==> config.mk <==
export PLATFORM = sky130hd
export DESIGN_NAME = timer_ctrl
export DESIGN_NICKNAME = d
export VERILOG_FILES = /design/src/rtl/timer_ctrl_pkg.sv /design/src/rtl/timer_ctrl.sv
export SDC_FILE = /design/constraint.sdc
export NUM_CORES = 1
export LEC_CHECK = 0
export BUFFER_PORTS_ARGS = -buffer_cell sky130_fd_sc_hd__buf_4
export CAP_MARGIN = 20
export CORE_UTILIZATION = 35
export DETAILED_ROUTE_END_ITERATION = 8
export GPL_ROUTABILITY_DRIVEN = 0
export PLACE_DENSITY = 0.65
export SLEW_MARGIN = 20
export SYNTH_ARGS = -nofsm -noshare
export SYNTH_HDL_FRONTEND = slang
export SYNTH_SLANG_ARGS = --single-unit
==> constraint.sdc <==
create_clock -name clk -period 1.9 [get_ports clk]
set_input_delay 0 -clock clk [delete_from_list [all_inputs] [get_ports clk]]
set_output_delay 0 -clock clk [all_outputs]
set_load 0.03 [all_outputs]
==> src/rtl/timer_ctrl_pkg.sv <==
// Shared definitions for the interval-timer sequencer: state encoding and mode constants.
package timer_ctrl_pkg;

  typedef enum logic [1:0] {
    S_IDLE = 2'd0,
    S_LOAD = 2'd1,
    S_RUN  = 2'd2,
    S_DONE = 2'd3
  } state_t;

  localparam logic MODE_ONESHOT  = 1'b0;
  localparam logic MODE_PERIODIC = 1'b1;

endpackage

==> src/rtl/timer_ctrl.sv <==
// Interval-timer sequencer: drives an external loadable up-counter through ld/en/D
// and watches its Q to produce periodic ticks or a single one-shot completion.
module timer_ctrl
  import timer_ctrl_pkg::*;
#(
  parameter int Size = 8
) (
  input  logic            clk,
  input  logic            clr,
  input  logic            start,
  input  logic            stop,
  input  logic            mode,
  input  logic [Size-1:0] period,
  output logic            busy,
  output logic            tick,
  output logic            done,
  output logic            err,
  output logic            cnt_ld,
  output logic            cnt_en,
  output logic [Size-1:0] cnt_d,
  input  logic [Size-1:0] cnt_q
);

  localparam logic [Size-1:0] ONE = {{(Size-1){1'b0}}, 1'b1};

  state_t          state;
  state_t          state_nxt;
  logic [Size-1:0] period_r;
  logic            mode_r;
  logic            err_r;
  logic            err_nxt;
  logic            latch;
  logic [Size-1:0] period_m1;
  logic            terminal;

  // Terminal count: the counter has reached P-1 (period_r is never 0 while running).
  always_comb begin
    period_m1 = period_r - ONE;
    terminal  = (cnt_q == period_m1);
  end

  // Next-state and counter-control decode; stop outranks terminal in LOAD/RUN.
  always_comb begin
    state_nxt = state;
    cnt_ld    = 1'b0;
    cnt_en    = 1'b0;
    tick      = 1'b0;
    err_nxt   = 1'b0;
    latch     = 1'b0;
    case (state)
      S_IDLE: begin
        if (start) begin
          if (period != {Size{1'b0}}) begin
            latch     = 1'b1;
            state_nxt = S_LOAD;
          end else begin
            err_nxt = 1'b1;
          end
        end else begin
          state_nxt = S_IDLE;
        end
      end
      S_LOAD: begin
        if (stop) begin
          state_nxt = S_IDLE;
        end else begin
          cnt_ld    = 1'b1;
          state_nxt = S_RUN;
        end
      end
      S_RUN: begin
        if (stop) begin
          state_nxt = S_IDLE;
        end else if (terminal) begin
          tick = 1'b1;
          if (mode_r == MODE_PERIODIC) begin
            cnt_ld = 1'b1;
          end else begin
            state_nxt = S_DONE;
          end
        end else begin
          cnt_en = 1'b1;
        end
      end
      S_DONE: begin
        state_nxt = S_IDLE;
      end
      default: begin
        state_nxt = S_IDLE;
      end
    endcase
  end

  // State, run configuration and the registered reject pulse.
  always_ff @(posedge clk) begin
    if (clr) begin
      state    <= S_IDLE;
      period_r <= {Size{1'b0}};
      mode_r   <= MODE_ONESHOT;
      err_r    <= 1'b0;
    end else begin
      state <= state_nxt;
      err_r <= err_nxt;
      if (latch) begin
        period_r <= period;
        mode_r   <= mode;
      end
    end
  end

  assign busy  = (state == S_LOAD) || (state == S_RUN);
  assign done  = (state == S_DONE);
  assign err   = err_r;
  assign cnt_d = {Size{1'b0}};

endmodule

Yosys cells after proc, flatten, opt, wreduce, memory -nomap -nowiden
Cells that the tools add are included.
{"block": "word_totals", "regBits": 12, "wordCells": 41}
{"block": "op_classes", "addsub": 1, "eq_ne": 7, "muxes": 22, "bitwise_logic": 2, "n_reduce_logical": 5}
{"operator": "$mux W1", "count": 14}
{"operator": "$mux W2", "count": 6}
{"operator": "$ne A3 B3 Y1 const B", "count": 3}
{"operator": "$eq A8 B8 Y1", "count": 1}
{"operator": "$pmux W2 S4", "count": 1}
{"operator": "$reduce_bool A8 Y1", "count": 1}
{"operator": "$sub A8 B1 Y8 const B", "count": 1}
{"operator": "$eq A2 B2 Y1 const B", "count": 2}
{"operator": "$reduce_and A3 Y1", "count": 1}
{"operator": "$reduce_or A3 Y1", "count": 1}
{"operator": "$eq A2 B1 Y1 const B", "count": 1}
{"operator": "$logic_not A2 Y1", "count": 1}
{"operator": "$not A1 Y1", "count": 2}
{"operator": "$pmux W1 S2", "count": 1}
{"operator": "$logic_or A1 B1 Y1", "count": 1}

Longest topological paths before layout
{"block": "logic_depth", "word_depth": 5, "depth_mapped": 8, "depth_no_buf": 8}

Least setup slack after synthesis
Ideal clock, no wire load.
{"block": "synth_path", "kind": "register -> output", "from": "register period_r[0]", "to": "output cnt_ld", "required_time_ns": 1.900, "t_arrival_ns": 2.155, "path_stages_with_launch": 9, "n_path_buf": 0, "slack_ns": -0.255, "path_cell_list": "dfxtp_1 > inv_1 > ha_1 > or3b_1 > nor4_1 > o2111ai_1 > a211oi_2 > a31oi_1 > nor3b_2"}
{"block": "synth_via", "elab_chain_cells": 5}
{"element": "start, declared", "line_no": "timer_ctrl.sv:28", "rtl": "logic [Size-1:0] period_r;"}
{"element": "start signal, assigned", "line_no": "timer_ctrl.sv:98", "rtl": "period_r <= {Size{1'b0}};"}
{"element": "start signal, assigned", "line_no": "timer_ctrl.sv:105", "rtl": "period_r <= period;"}
{"element": "$sub A8 B1 Y8", "line_no": "timer_ctrl.sv:38", "rtl": "period_m1 = period_r - ONE;"}
{"element": "$eq A8 B8 Y1", "line_no": "timer_ctrl.sv:39", "rtl": "terminal = (cnt_q == period_m1);"}
{"element": "$mux W1", "line_no": "timer_ctrl.sv:74", "rtl": "end else if (terminal) begin"}
{"element": "$mux W1", "line_no": "timer_ctrl.sv:72", "rtl": "if (stop) begin"}
{"element": "$pmux W1 S2", "line_no": "timer_ctrl.sv:50", "rtl": "case (state)"}
{"element": "end, declared", "line_no": "timer_ctrl.sv:18", "rtl": "output logic cnt_ld,"}
Every way passes these cells.

Worst setup path after layout
{"block": "layout_path", "from": "register period_r[2]", "to": "output cnt_ld"}
The elaborated chain is that of the path after synthesis.

==> impl_metrics.json <==
{
  "worst_r2r_path_depth": 7,
  "hpwl_um": 1760,
  "gr-total-overflow": 0,
  "leakage_uw": 0.000645,
  "synth.most_common_cell": "nor2_1",
  "wl_um": 2520,
  "drt_iter0_drc": 9,
  "grt_max_degree": 14,
  "p_total_uw": 722,
  "dieArea_sq_mm": 0.00287,
  "n_fill_cell": 226,
  "synth_edf_count": 0,
  "route.detailed.drc": 0,
  "required_ns": 1.90,
  "area.growth.synth_to_final_pct": 57.5,
  "cp_slowest_cell": "or4_4",
  "synthArstFlopShare_pct": 0,
  "synth-seq-cells": 12,
  "synth_top_flop_cell": "dfxtp_1",
  "cts_tree": "yes",
  "portBuffers": 26,
  "start_kind": "flop",
  "min_period_ns": 2.44,
  "grt_pass1_vias": 927,
  "synth_top_area_share_pct": 25.8,
  "synthCells": 106,
  "place_area_sq_mm": 0.00122,
  "firstDrtPassIters": 4,
  "p_per_area_mw_per_mm2": 493,
  "syn_area_per_cell_sq_um": 8.78,
  "status": "finished, violations left",
  "yosys-top-cells-count": "14 x nor2_1, 12 x dfxtp_1, 8 x buf_4",
  "nets": 185,
  "fin_setup_tns_ns": -2.15,
  "hold_depth": 3,
  "max_freq_ghz": 0.409,
  "failed_checks": "hold timing, setup timing",
  "cts_buffers": 3,
  "clock_path_buffers": 2,
  "initial_utilization_pct": 37.2,
  "critical_path.cell_chain": "or4_4, and4bb_1, nor4_4, a211oi_4, a31oi_4, nor3b_4, buf_6",
  "holdWs_ns": -0.00247,
  "grt_pass1_wl_um": 3930,
  "crit_buf_inv": 1,
  "final_layout_size_suffix_gt1_share_pct": 42.3,
  "layout_worst_path_cycle_share_pct": 129,
  "ys_seq_area_share_pct": 25.8,
  "path_class": "flop to primary output",
  "setup_viol": 5,
  "routed_via_density": 5.12,
  "num_vias": 953,
  "wl_per_cell_um": 13.6,
  "synth_cell_types": 40,
  "die_h_um": 53.6,
  "timing.max_cap.violations": 0,
  "finalWorstSetupSlack_ns": -0.542,
  "rsz0062_at_grt": "yes",
  "finClkSkew_ns": 0.000419,
  "yosysTopAreaCell": "dfxtp_1",
  "cts_root_buffer": "clkbuf_4",
  "final_area_sq_mm": 0.00147,
  "fp.dieW_um": 53.6,
  "synthTopCellsByArea": "dfxtp_1 26%, ha_1 8.1%, mux2i_1 6.5%",
  "ant_nets": 0,
  "pin_count": 35,
  "slowest_delay_ns": 0.57,
  "critPathTopFamily": "simple AND/OR/NAND/NOR gates",
  "clk_latency_ns": 0.28,
  "antenna_found_initial": 0,
  "clk_pin_slew_worst_paths_ns": 0.07,
  "hp-class": "primary input to flop",
  "diodes": 0,
  "cts_sinks": 12,
  "critPathMaxFanout": 5,
  "finalHoldViolations": 1,
  "ys_warn_count": 0,
  "coreArea_sq_mm": 0.00250,
  "end_kind": "primary output",
  "arrival_ns": 2.44,
  "h-tree-depth": 1,
  "ir_drop_mv": 0.274,
  "slew_violations": 0,
  "path_depth": 7,
  "row_count": 18,
  "grt_util_all_layers_pct": 19.6,
  "netlist_area_sq_um": 931
}
kinds of logic after synthesis:
kind of cell	count (synthesis)	share of synthesized area (%)
fa+ha+maj	6	8.06
other cells	1	0.403
xor+xnor	8	7.53
simple gates	39	25.3
buf+inv	14	8.87
compound gates	20	17.6
flops	12	25.8
mux	6	6.45
worst min-delay path: cells and delay by family:
family	cells	cell delay, ns
buffers and inverters	1	0.08
muxes	1	0.06
and+or+nand+nor	1	0.09
routing by layer:
| layer | vias up | track usage [%] | routed length [um] | part of all wire, % |
|---|---|---|---|---|
| li1 | 471 | - | - | - |
| met3 | 6 | 3.95 | 108 | 4.3 |
| met5 | - | 0 | 0 | 0 |
| met4 | 0 | 10.1 | 40 | 1.6 |
| met1 | 442 | 20.8 | 1050 | 41 |
| met2 | 34 | 36.0 | 1330 | 53 |
sequential cells by signal, summed over array words and instances (netlist names):
register / flops
err: 1
mode_r: 1
state: 2
period_r: 8
path summary, 6_finish.rpt:
| kind | to | start | slack [ns] |
|---|---|---|---|
| setup reg to reg | state[0]$_SDFFE_PP0P_ | period_r[2]$_SDFFE_PP0P_ | -0.35 |
| setup / recovery | cnt_ld | period_r[2]$_SDFFE_PP0P_ | -0.54 |
| hold reg to reg | mode_r$_SDFFE_PP0P_ | mode_r$_SDFFE_PP0P_ | 0.52 |
| hold / removal | period_r[7]$_SDFFE_PP0P_ | period[7] | -0.002 |
metrics by stage:
step	instances	utilization (%)	setup WS, ns	hold WS (ns)
final	186	58.7	-0.542	-0.00247
after global routing	186	58.7	-0.617	0.0313
after CTS	185	57.6	-0.520	0.00537
after detailed placement	170	49.0	-0.324	0.256
after global placement	170	49.0	-0.260	0.246
after floorplan	113	-	-0.164	0.0456
timing repair:
action | in CTS | in global routing
hold buffers | 9 | 0
hold endpoints to repair | 9 | 0
pin swaps | 9 | 9
resized for setup | 16 | 4
setup buffers | 3 | 1
setup endpoints to repair | 5 | 5
power by group:
part           switching (uW)  internal, uW
sequential               15.5           266
combinational             138           146
clock                    83.4          73.6
area by class of cell:
type,count,area (sq um),area share (%)
well taps,30,37.5,2.56
inverters,4,15.0,1.02
clock buffers,3,22.5,1.54
flip-flops and latches,12,244,16.6
multi-input cells,87,734,50.1
repair buffers,50,413,28.2
cells in the final DEF (no fill, tap or decap), types with 2 or more instances in the layout:
cell and n:
buf_6 4, nor4_4 3, inv_2 2, a22oi_1 2, nand3_1 2, xor2_1 3
dlygate4sd3_1 9, conb_1 8, nor3_1 3, mux2i_1 6, dfxtp_2 3, nor4_1 2
dfxtp_1 9, a211oi_2 2, inv_1 2, nand2b_1 2, clkbuf_4 3, xnor2_1 5
ha_1 5, buf_4 37, nor2_1 13, a32oi_1 3, nand2_1 4, a21oi_1 3
(Power assumes the default switching activity.)
